### src/rtl/pulse_train_sequencer.sv
`timescale 1ns / 1ps
// pulse_train_sequencer: accepts a burst command (count, gap) and drives the
// downstream pulse generator with one start strobe per pulse, tracking each
// high/low excursion of the generator output until the burst completes, is
// aborted, or the generator stops responding.
//
// state      | meaning
// -----------+--------------------------------------------------------------
// IDLE       | ready for a command
// WAIT_READY | waiting (untimed) for the generator to report ready
// FIRE       | one cycle; start strobe is registered out of this state
// WAIT_HIGH  | waiting for gen_pulse to rise, timed
// WAIT_LOW   | waiting for gen_pulse to fall, timed
// GAP        | idle spacing before the next pulse
// DONE       | one cycle; done strobe is registered out of this state
module pulse_train_sequencer #(
    parameter int COUNT_W        = 8,
    parameter int GAP_W          = 16,
    parameter int TIMEOUT_CYCLES = 1024
) (
    input  logic               clk,
    input  logic               reset,
    input  logic               cmd_valid,
    output logic               cmd_ready,
    input  logic [COUNT_W-1:0] cmd_count,
    input  logic [GAP_W-1:0]   cmd_gap,
    input  logic               abort,
    input  logic               gen_ready,
    input  logic               gen_pulse,
    output logic               start,
    output logic               busy,
    output logic               done,
    output logic [COUNT_W-1:0] pulses_sent,
    output logic               error
);

    localparam int TMO_W = $clog2(TIMEOUT_CYCLES + 1);
    // The load cycle itself is not a decrement, so the terminal count is hit
    // after exactly TIMEOUT_CYCLES cycles in the timed state.
    localparam logic [TMO_W-1:0] TMO_LOAD = TMO_W'(TIMEOUT_CYCLES - 1);

    typedef enum logic [2:0] {
        IDLE,
        WAIT_READY,
        FIRE,
        WAIT_HIGH,
        WAIT_LOW,
        GAP,
        DONE
    } state_t;

    state_t             state;
    state_t             state_nxt;
    logic [COUNT_W-1:0] count_q;
    logic [GAP_W-1:0]   gap_q;
    logic [TMO_W-1:0]   tmo_cnt;
    logic [GAP_W-1:0]   gap_cnt;
    logic [COUNT_W-1:0] ps_next;
    logic               tmo_tc;
    logic               gap_tc;
    logic               accept;
    logic               tmo_load;
    logic               gap_load;
    logic               ps_inc;
    logic               err_set;

    assign ps_next   = pulses_sent + COUNT_W'(1);
    assign tmo_tc    = (tmo_cnt == '0);
    assign gap_tc    = (gap_cnt == '0);
    assign cmd_ready = (state == IDLE);
    assign busy      = (state != IDLE);

    // State register.
    always_ff @(posedge clk or negedge reset) begin
        if (!reset) begin
            state <= IDLE;
        end else begin
            state <= state_nxt;
        end
    end

    // Next-state and control strobes; losing gen_ready outranks abort so the
    // error is never masked, and a falling pulse is counted before abort acts.
    always_comb begin
        state_nxt = state;
        accept    = 1'b0;
        tmo_load  = 1'b0;
        gap_load  = 1'b0;
        ps_inc    = 1'b0;
        err_set   = 1'b0;
        case (state)
            IDLE: begin
                if (cmd_valid) begin
                    accept    = 1'b1;
                    state_nxt = (cmd_count == '0) ? DONE : WAIT_READY;
                end
            end
            WAIT_READY: begin
                if (abort) begin
                    state_nxt = DONE;
                end else if (gen_ready) begin
                    tmo_load  = 1'b1;
                    state_nxt = FIRE;
                end
            end
            FIRE: begin
                state_nxt = abort ? DONE : WAIT_HIGH;
            end
            WAIT_HIGH: begin
                if (!gen_ready) begin
                    err_set   = 1'b1;
                    state_nxt = DONE;
                end else if (!gen_pulse && tmo_tc) begin
                    err_set   = 1'b1;
                    state_nxt = DONE;
                end else if (abort) begin
                    state_nxt = DONE;
                end else if (gen_pulse) begin
                    tmo_load  = 1'b1;
                    state_nxt = WAIT_LOW;
                end
            end
            WAIT_LOW: begin
                if (!gen_pulse) begin
                    ps_inc = 1'b1;
                end
                if (!gen_ready) begin
                    err_set   = 1'b1;
                    state_nxt = DONE;
                end else if (!gen_pulse) begin
                    if (ps_next == count_q || abort) begin
                        state_nxt = DONE;
                    end else if (gap_q == '0) begin
                        state_nxt = WAIT_READY;
                    end else begin
                        gap_load  = 1'b1;
                        state_nxt = GAP;
                    end
                end else if (tmo_tc) begin
                    err_set   = 1'b1;
                    state_nxt = DONE;
                end else if (abort) begin
                    state_nxt = DONE;
                end
            end
            GAP: begin
                if (!gen_ready) begin
                    err_set   = 1'b1;
                    state_nxt = DONE;
                end else if (abort) begin
                    state_nxt = DONE;
                end else if (gap_tc) begin
                    state_nxt = WAIT_READY;
                end
            end
            DONE: begin
                state_nxt = IDLE;
            end
            default: begin
                state_nxt = IDLE;
            end
        endcase
    end

    // Command latch, pulse counter and sticky error flag.
    always_ff @(posedge clk or negedge reset) begin
        if (!reset) begin
            count_q     <= '0;
            gap_q       <= '0;
            pulses_sent <= '0;
            error       <= 1'b0;
        end else if (accept) begin
            count_q     <= cmd_count;
            gap_q       <= cmd_gap;
            pulses_sent <= '0;
            error       <= 1'b0;
        end else begin
            if (ps_inc) begin
                pulses_sent <= ps_next;
            end
            if (err_set) begin
                error <= 1'b1;
            end
        end
    end

    // Edge timeout and gap down-counters.
    always_ff @(posedge clk or negedge reset) begin
        if (!reset) begin
            tmo_cnt <= '0;
            gap_cnt <= '0;
        end else begin
            if (tmo_load) begin
                tmo_cnt <= TMO_LOAD;
            end else if ((state == WAIT_HIGH || state == WAIT_LOW) && !tmo_tc) begin
                tmo_cnt <= tmo_cnt - TMO_W'(1);
            end
            if (gap_load) begin
                gap_cnt <= gap_q - GAP_W'(1);
            end else if (state == GAP && !gap_tc) begin
                gap_cnt <= gap_cnt - GAP_W'(1);
            end
        end
    end

    // Registered one-cycle strobes out of FIRE and DONE.
    always_ff @(posedge clk or negedge reset) begin
        if (!reset) begin
            start <= 1'b0;
            done  <= 1'b0;
        end else begin
            start <= (state == FIRE);
            done  <= (state == DONE);
        end
    end

endmodule

### config.mk
export PLATFORM = sky130hd
export DESIGN_NAME = pulse_train_sequencer
export DESIGN_NICKNAME = d
export VERILOG_FILES = /design/src/rtl/pulse_train_sequencer.sv
export SDC_FILE = /design/constraint.sdc
export NUM_CORES = 1
export LEC_CHECK = 0
export CAP_MARGIN = 20
export CORE_UTILIZATION = 55
export DETAILED_ROUTE_END_ITERATION = 12
export PLACE_DENSITY = 0.77
export SKIP_LAST_GASP = 1
export SLEW_MARGIN = 30
export SYNTH_ARGS = -nofsm -noshare
export SYNTH_HDL_FRONTEND = slang
export SYNTH_SLANG_ARGS = --single-unit
### constraint.sdc
create_clock -name clk -period 4.27 [get_ports clk]
set_input_delay 0.427 -clock clk [delete_from_list [all_inputs] [get_ports clk]]
set_output_delay 0.427 -clock clk [all_outputs]
set_load 0.05 [all_outputs]
==> flow_summary.json, run 1 <==
{
  "cts_buffer_depth": 2,
  "antenna_found_initial": 0,
  "drive_gt1_share_pct": 14.0,
  "finalHoldViolations": 0,
  "synth_area_um2": 3750,
  "grt_usage_pct": 25.7,
  "fin_worst_skew_ps": 11.1,
  "fin_setup_tns_ps": 0,
  "root_buffer": "clkbuf_8",
  "cp.arrival_ps": 3740,
  "yosys_warnings": 0,
  "cts_hold_buffers": 0,
  "setup_ws_ps": 766,
  "tightest_slew_ps": 791,
  "seq_area_frac_synth_pct": 43.3,
  "postPlaceCellArea_um2": 4260,
  "drv_cap": 0,
  "report.final.slew_viol_count": 0,
  "h-tree-depth": 3,
  "grt_pass1_vias": 3013,
  "min_period_ps": 3500,
  "holdWs_ps": 67.5,
  "dp_slack_ps": 801,
  "ys_types": 58,
  "p_sw_share_pct": 41.0,
  "cts_tree": "built",
  "p_seq_share_pct": 40.5,
  "clock_sinks": 65,
  "dp_cells": 505,
  "worstPathRequired_ps": 4510,
  "syn_area_per_cell_um2": 9.50,
  "dpl.hpwl_mm": 5.93,
  "ys.flop_type": "dfrtp_1",
  "post-cts-setup-buffers": 0,
  "drt_pass1_iterations": 7,
  "via_count": 3062,
  "antenna_cells": 0,
  "initialDrtViolationCount": 202,
  "clkPwrFrac_pct": 17.6,
  "wire_per_inst_um": 16.1,
  "synth_nets": 428,
  "ant_nets": 0,
  "dieArea_um2": 7160,
  "async_flop_share_pct": 100,
  "outcome": "finished, final reports clean",
  "grt-ovfl-total": 0,
  "postLayoutCellArea_um2": 4440,
  "grt_pass1_wl_mm": 14.4,
  "fin_nets": 472,
  "critPathCaptureType": "flip-flop",
  "rsz0062_at_grt": "no",
  "worst-setup-path-type": "flip-flop to flip-flop",
  "combPwrFrac_pct": 41.9,
  "clk_latency_ps": 360,
  "ys_seq_elements": 65,
  "gp_congestion": 0.846,
  "io_buffers": 42,
  "drt-total-wl_mm": 8.39,
  "finalSetupViolCount": 0,
  "maxSlewHeadroom_pct": 46.9,
  "route.detailed.vias_per_inst": 5.89,
  "core_um2": 6460,
  "netSwitchingPower_mw": 1.16,
  "initial_core_util_pct": 58.1,
  "cts_buffers": 9,
  "peakVddDrop_mv": 0.427,
  "power_density_nw_per_um2": 636,
  "fp.dieH_um": 84.6,
  "leakage_nw": 1.73,
  "area_growth_pct": 18.2,
  "hold_path.class": "input pin to asynchronous set/reset pin",
  "post-route-period-util_pct": 82.1,
  "clock.fmax_mhz": 285,
  "syn_inst": 395,
  "io_pins": 43,
  "crit_path_start_kind": "flip-flop",
  "synth-edff-count": 0,
  "cp_max_fo": 16,
  "remaining_drc_errors": 0,
  "clkTransAtPathRegs_ps": 80,
  "row_count": 29,
  "die_w_um": 84.6,
  "cts.repair.resized": 0,
  "grt_max_degree": 41,
  "internal_power_mw": 1.67,
  "finalNonFillerCells": 520
}
## Yosys cell counts (all sizes together), types with 5 or more instances
cell	instances	share of area, %
dfrtp	65	43
nand2	44	4.4
nor2	30	3.0
xnor2	29	6.8
o21ai	26	3.5
mux2	21	6.3
nor3	18	2.8
inv	16	1.6
a21oi	15	2.0
nand3	14	2.0
clkbuf	10	1.0
xor2	10	2.3
a31oi	8	1.7
nor4	8	2.1
or3	7	1.2
buf	6	0.80
mux2i	6	1.6
nand2b	6	1.0
and3	5	0.83
nand4	5	0.83
nor2b	5	0.83
## metal layers
layer  routed length, µm  global-route usage, %  up-vias
li1                    -                      -     1483
met5                   0                      0        -
met4                 165                   11.6        0
met3                 463                   4.13       14
met1                3670                   34.3     1464
met2                4090                   41.5      101
## cell usage in the layout (no fill, tap or decap), types with 10 or more instances in the layout
cell and n:
dfrtp_1 65, xor2_1 10, nor3_1 15, nand3_1 13, o21ai_0 24, clkdlybuf4s50_1 41, nor2_1 30, xnor2_1 29
a21oi_1 15, clkbuf_8 12, nand2_1 44, inv_1 15, mux2_2 21
## final cells by class
class                      instances  area (µm²)
fill                             503        2020
timing repair buffer              49         468
tap                               77        96.3
inverter                          16        60.1
clock buffer                      13         169
multi-input combinational        298        2010
clock inverter                     2        12.5
sequential                        65        1630
## cell families after synthesis
logic type      after synthesis  synth area share, %
fa+ha+maj                     3                 1.00
buf+inv                      32                 3.40
flops                        65                 43.3
compound gates               74                 13.4
simple gates                155                 21.8
mux                          27                 7.90
xor+xnor                     39                 9.10
## flip-flops by register name, indices dropped and copies added (netlist names)
| register | flops |
|---|---|
| gap_cnt | 16 |
| error | 1 |
| done | 1 |
| pulses_sent | 8 |
| count_q | 8 |
| tmo_cnt | 11 |
| state | 3 |
| gap_q | 16 |
| start | 1 |
## through the flow
step,utilization (%),total power [mW]
floorplan,-,1.99
global placement,65.9,2.28
detailed placement,65.9,2.32
CTS,68.7,2.82
global route,68.7,3.01
finish,68.7,2.82
## worst max-delay path: stages, from the launching register on
cell,delay (ps)
dfrtp_1,410
or3_1,440
nor3_2,220
nand2_1,210
o41ai_2,550
nor3_4,80
buf_4,210
mux2i_1,170
ha_1,180
inv_1,80
or3_1,310
nor4_1,260
xnor2_1,160
mux2i_1,90
## power groups by stage
stage | Sequential, mW | Clock (mW) | Combinational, mW
finish | 1.14 | 0.498 | 1.18
global route | 1.18 | 0.520 | 1.31
CTS | 1.14 | 0.500 | 1.18
detailed placement | 1.15 | 0 | 1.17
global placement | 1.14 | 0 | 1.14
floorplan | 1.14 | 0 | 0.851
## final timing paths
check | startpoint | end | slack (ps) | depth (start not counted)
hold / removal | reset | gap_q[7]$_DFFE_PN0P_ | 70 | 1
max in group asynchronous | reset | count_q[4]$_DFFE_PN0P_ | 3270 | 2
setup reg to reg | gap_q[4]$_DFFE_PN0P_ | gap_cnt[10]$_DFFE_PN0P_ | 770 | 13
hold reg to reg | tmo_cnt[10]$_DFFE_PN0P_ | tmo_cnt[10]$_DFFE_PN0P_ | 520 | 2
min in group clk | tmo_cnt[10]$_DFFE_PN0P_ | tmo_cnt[10]$_DFFE_PN0P_ | 520 | 2
setup / recovery | gap_q[4]$_DFFE_PN0P_ | gap_cnt[10]$_DFFE_PN0P_ | 770 | 13
No activity file was read; power rests on OpenSTA's default activity.
==> run 2: changes to the inputs <==
- clock period: 4.27 -> 3.5 ns (I/O delays scaled with it)
==> run 2 against run 1 <==
First-iteration DRC count down 28%. Clock power up 57%. Count of clock-buffer cells in the layout down 2. Global-route usage down 0.50 points. Power up 29%. Die area unchanged. Via count up 1.2%. Register-to-register slack worse by 450 ps. Fmax up 9.9%. Worst hold slack worse by 52 ps. Critical path type unchanged.
==> flow_summary.json, run 2 (synthesized netlist as in run 1, its figures left out) <==
{
  "nFillCells": 475,
  "grt.busiest_layer": "met2",
  "outcome": "finished, final reports clean",
  "min_period_ps": 3190,
  "ant_nets": 0,
  "antenna_found_initial": 0,
  "grt_pass1_wl_mm": 14.1,
  "layout_common_cells": "59 x dfrtp_1, 44 x nand2_1, 41 x clkdlybuf4s50_1",
  "fin_setup_tns_ps": 0,
  "drt-total-wl_mm": 8.29,
  "initial_core_util_pct": 58.1,
  "finalSetupViolCount": 0,
  "power_density_nw_per_um2": 801,
  "dieArea_um2": 7160,
  "drt_pass1_iterations": 7,
  "row_count": 29,
  "dpl.hpwl_mm": 5.94,
  "antenna_cells": 0,
  "slowest_stage": "or4_1",
  "path_buf_inv": 1,
  "die_w_um": 84.6,
  "cts_buffers": 9,
  "crit_path_start_kind": "flip-flop",
  "clk_latency_ps": 350,
  "crit_path_cell_trace": "or3_1 > or4_1 > o41ai_2 > nor3_4 > mux2i_1 > ha_1 > inv_1 > or3_1 > nor4_1 > xnor2_1 > mux2i_1",
  "io_buffers": 42,
  "tightest_slew_ps": 833,
  "drv_cap": 0,
  "timing.rr.end": "gap_cnt[10]$_DFFE_PN0P_",
  "leakage_nw": 1.76,
  "met1_usage_pct": 33.5,
  "route.detailed.vias_per_inst": 5.91,
  "root_buffer": "clkbuf_8",
  "cts_tree": "built",
  "cts_hold_buffers": 0,
  "post-route-period-util_pct": 91.1,
  "post-cts-setup-buffers": 0,
  "reg_top3": "gap_cnt x16, gap_q x16, tmo_cnt x11",
  "peakVddDrop_mv": 0.573,
  "use_met3_pct": 5.21,
  "cp_max_fo": 4,
  "h-tree-depth": 3,
  "wire_per_inst_um": 15.8,
  "critPathCaptureType": "flip-flop",
  "fp.dieH_um": 84.6,
  "p_total_mw": 3.64,
  "rsz0062_at_grt": "no",
  "cts_buffer_depth": 2,
  "fin_worst_skew_ps": 14.3,
  "holdWs_ps": 15.4,
  "grt_pass1_vias": 3014,
  "io_pins": 43,
  "final_common_cell": "dfrtp_1",
  "via_count": 3099,
  "grt_max_degree": 39,
  "fin_nets": 475,
  "clock.fmax_mhz": 314,
  "hold_path.class": "input pin to asynchronous set/reset pin",
  "clkTransAtPathRegs_ps": 70,
  "r2r_cells": 11,
  "gp_congestion": 0.850,
  "worst-setup-path-type": "flip-flop to flip-flop",
  "grt-ovfl-total": 0,
  "area_growth_pct": 20.9,
  "initialDrtViolationCount": 146,
  "worstPathRequired_ps": 3730,
  "core_um2": 6460,
  "maxSlewHeadroom_pct": 44.1,
  "remaining_drc_errors": 0,
  "drive_gt1_share_pct": 16.1,
  "clock_sinks": 65,
  "grt_usage_pct": 25.2,
  "r2r-start": "gap_q[10]$_DFFE_PN0P_",
  "rrSetupSlack_ps": 310,
  "cpPeakStageDelay_ps": 500,
  "cts.repair.resized": 0,
  "cpLargestDelayFamily": "simple AND/OR/NAND/NOR gates",
  "report.final.slew_viol_count": 0,
  "use_met2_pct": 41.8,
  "cp.arrival_ps": 3420,
  "finalHoldViolations": 0
}
==> run 2: layout make-up <==
cell class | instances | area [µm²] | share of cell area, %
Clock buffer | 11 | 141 | 3.11
Clock inverter | 5 | 103 | 2.26
Inverter | 16 | 60.1 | 1.32
Multi-Input combinational cell | 298 | 2010 | 44.4
Sequential cell | 65 | 1630 | 36.0
Tap cell | 77 | 96.3 | 2.12
Timing Repair Buffer | 52 | 490 | 10.8
==> run 2: metal layers <==
layer,wire (µm),vias up
met5,0,-
met4,102,0
met3,432,11
met2,4100,94
met1,3650,1497
li1,-,1497
==> run 2: worst max path at each step <==
stage / from / slack (ps) / cells after the start / end
6_report: gap_q[10]$_DFFE_PN0P_ / 310 / 11 / gap_cnt[10]$_DFFE_PN0P_
4_1_cts: gap_q[10]$_DFFE_PN0P_ / 300 / 11 / gap_cnt[10]$_DFFE_PN0P_
5_1_grt: pulses_sent[0]$_DFFE_PN0P_ / 30 / 13 / gap_cnt[10]$_DFFE_PN0P_
3_3_place_gp: gap_q[10]$_DFFE_PN0P_ / 400 / 11 / gap_cnt[10]$_DFFE_PN0P_
2_1_floorplan: pulses_sent[3]$_DFFE_PN0P_ / 70 / 16 / gap_cnt[10]$_DFFE_PN0P_
3_5_place_dp: gap_q[10]$_DFFE_PN0P_ / 330 / 11 / gap_cnt[10]$_DFFE_PN0P_
==> run 2: worst reg2reg max path, cell delays in order (launching register included) <==
cell	delay (ps)
dfrtp_1	410
or3_1	430
or4_1	500
o41ai_2	400
nor3_4	120
mux2i_1	170
ha_1	180
inv_1	80
or3_1	300
nor4_1	230
xnor2_1	160
mux2i_1	90
==> run 2: report_power, final <==
part / switching [mW] / internal (mW)
logic: 0.773 / 0.682
clock network: 0.291 / 0.492
registers: 0.343 / 1.05
total: 1.41 / 2.23
==> run 2: stage by stage <==
step | std cells | utilization (%) | cell area [µm²] | setup WS, ps
5_1_grt | 524 | 70.3 | 4540 | 26.1
6_report | 524 | 70.3 | 4540 | 311
3_5_place_dp | 508 | 66.5 | 4300 | 327
4_1_cts | 524 | 70.3 | 4540 | 304
2_1_floorplan | 395 | - | 3780 | 72.3
3_3_place_gp | 508 | 66.5 | 4300 | 402
==> run 3: changes to the inputs <==
- CORE_MARGIN: unset -> 3
- SKIP_LAST_GASP: 1 -> unset
==> run 3 against run 2 <==
The flow now finishes with violations (negative hold slack). Highest routed layer unchanged. Global-route usage shrank 2.3 points. Critical path depth increased by 2. Clock skew decreased by 6.4 ps.
==> flow_summary.json, run 3 (synthesized netlist as in run 1, its figures left out) <==
{
  "outcome": "complete, but fails checks",
  "violations": "negative hold slack",
  "clk_latency_ps": 340,
  "clock.fmax_mhz": 309,
  "fin_worst_skew_ps": 7.88,
  "grt_max_degree": 43,
  "dpl.hpwl_mm": 6.07,
  "final_util_pct": 69.2,
  "drive_gt1_share_pct": 15.9,
  "grt_usage_pct": 22.9,
  "dieArea_um2": 7850,
  "critPathCaptureType": "flip-flop",
  "postPlaceCellArea_um2": 4300,
  "finalHoldViolations": 30,
  "layout_common_cells": "59 x dfrtp_1, 44 x nand2_1, 41 x clkdlybuf4s50_1",
  "io_buffers": 42,
  "setup_ws_ps": 262,
  "drt-total-wl_mm": 8.32,
  "postLayoutCellArea_um2": 4500,
  "path_buf_inv": 2,
  "maxSlewHeadroom_pct": 42.8,
  "ant_nets": 0,
  "remaining_drc_errors": 0,
  "finalSetupViolCount": 0,
  "clkPwrFrac_pct": 18.3,
  "grt-ovfl-total": 0,
  "cts_buffers": 9,
  "initialDrtViolationCount": 129,
  "fin_nets": 475,
  "gp_congestion": 0.935,
  "netSwitchingPower_mw": 1.39,
  "leakage_nw": 1.75,
  "cpLargestDelayFamily": "simple AND/OR/NAND/NOR gates",
  "post-cts-setup-buffers": 0,
  "reg_top3": "gap_cnt x16, gap_q x16, tmo_cnt x11",
  "drv_cap": 0,
  "row_count": 29,
  "io_pins": 43,
  "crit_path_start_kind": "flip-flop",
  "report.final.slew_viol_count": 0,
  "tightest_slew_ps": 853,
  "fp.dieH_um": 88.6,
  "clkTransAtPathRegs_ps": 70,
  "cts_hold_buffers": 0,
  "grt_pass1_wl_mm": 13.8,
  "crit_path_cell_trace": "or3_1 > nor3_2 > nand2_1 > o41ai_2 > buf_4 > nor3_4 > mux2i_1 > ha_1 > inv_1 > or3_1 > nor4_1 > xnor2_1 > mux2i_1",
  "antenna_found_initial": 0,
  "p_sw_share_pct": 39.8,
  "final_common_cell": "dfrtp_1",
  "p_seq_share_pct": 39.8,
  "cp_max_fo": 9,
  "worst-setup-path-type": "flip-flop to flip-flop",
  "min_period_ps": 3240,
  "fin_setup_tns_ps": 0,
  "post-route-period-util_pct": 92.5,
  "drt_pass1_iterations": 4,
  "antenna_cells": 0,
  "initial_core_util_pct": 57.8,
  "core_um2": 6490,
  "cpPeakStageDelay_ps": 430,
  "area_growth_pct": 19.8,
  "dp_slack_ps": 287,
  "clock_sinks": 65,
  "holdWs_ps": -12.1,
  "wire_per_inst_um": 15.9,
  "cts.repair.resized": 0,
  "die_w_um": 88.6,
  "root_buffer": "clkbuf_8",
  "combPwrFrac_pct": 41.9,
  "cts_buffer_depth": 2,
  "rsz0062_at_grt": "no",
  "power_density_nw_per_um2": 779,
  "grt_pass1_vias": 2919,
  "peakVddDrop_mv": 0.482,
  "cp.arrival_ps": 3450,
  "h-tree-depth": 3,
  "route.detailed.vias_per_inst": 5.84,
  "cts_tree": "built",
  "via_count": 3061,
  "internal_power_mw": 2.11,
  "worstPathRequired_ps": 3710,
  "slowest_stage": "or3_1",
  "hold_path.class": "input pin to asynchronous set/reset pin"
}
-- run 3: worst register-to-register path: cells and delay by family (launching register included) --
family                   cells  cell delay [ps]
AO/OA/AOI/OAI                1              320
multiplexers                 2              260
flip-flops                   1              410
XOR/XNOR                     1              160
AND/OR/NAND/NOR              6             1500
adder cells (fa/ha/maj)      1              180
buffers and inverters        2              270
-- run 3: final timing paths --
check | start | end | slack (ps) | depth (start not counted)
max in group asynchronous | reset | tmo_cnt[1]$_DFFE_PN0P_ | 2790 | 2
hold reg to reg | error$_DFFE_PN0P_ | error$_DFFE_PN0P_ | 520 | 2
setup / recovery | gap_q[4]$_DFFE_PN0P_ | gap_cnt[10]$_DFFE_PN0P_ | 260 | 13
hold / removal | reset | gap_q[11]$_DFFE_PN0P_ | -10 | 1
setup reg to reg | gap_q[4]$_DFFE_PN0P_ | gap_cnt[10]$_DFFE_PN0P_ | 260 | 13
min in group clk | error$_DFFE_PN0P_ | error$_DFFE_PN0P_ | 520 | 2
-- run 3: final cells by class --
cell class / instances / area, µm²
Fill cell: 516 / 2000
Timing Repair Buffer: 52 / 493
Multi-Input combinational cell: 298 / 2010
Tap cell: 77 / 96.3
Inverter: 16 / 60.1
Clock inverter: 3 / 40.0
Sequential cell: 65 / 1630
Clock buffer: 13 / 159
-- run 3: power by group through the flow --
| stage | combinational, mW | sequential, mW | clock, mW |
|---|---|---|---|
| after floorplan | 1.05 | 1.39 | 0 |
| after global placement | 1.43 | 1.39 | 0 |
| after detailed placement | 1.46 | 1.40 | 0 |
| after CTS | 1.47 | 1.39 | 0.659 |
| after global routing | 1.62 | 1.44 | 0.694 |
| final | 1.47 | 1.39 | 0.642 |
-- run 3: routing by layer --
layer	share of wire, %	vias to the layer above	wire, µm	track usage, %
li1	-	1490	-	-
met1	46	1477	3800	31.6
met2	48	86	4030	36.8
met3	4.7	8	389	3.26
met4	1.1	0	91	8.79
met5	0	-	0	0
-- run 3: stage by stage --
step	power, mW	instances
after floorplan	2.44	395
after global placement	2.82	508
after detailed placement	2.86	508
after CTS	3.52	524
after global routing	3.76	524
final	3.50	524
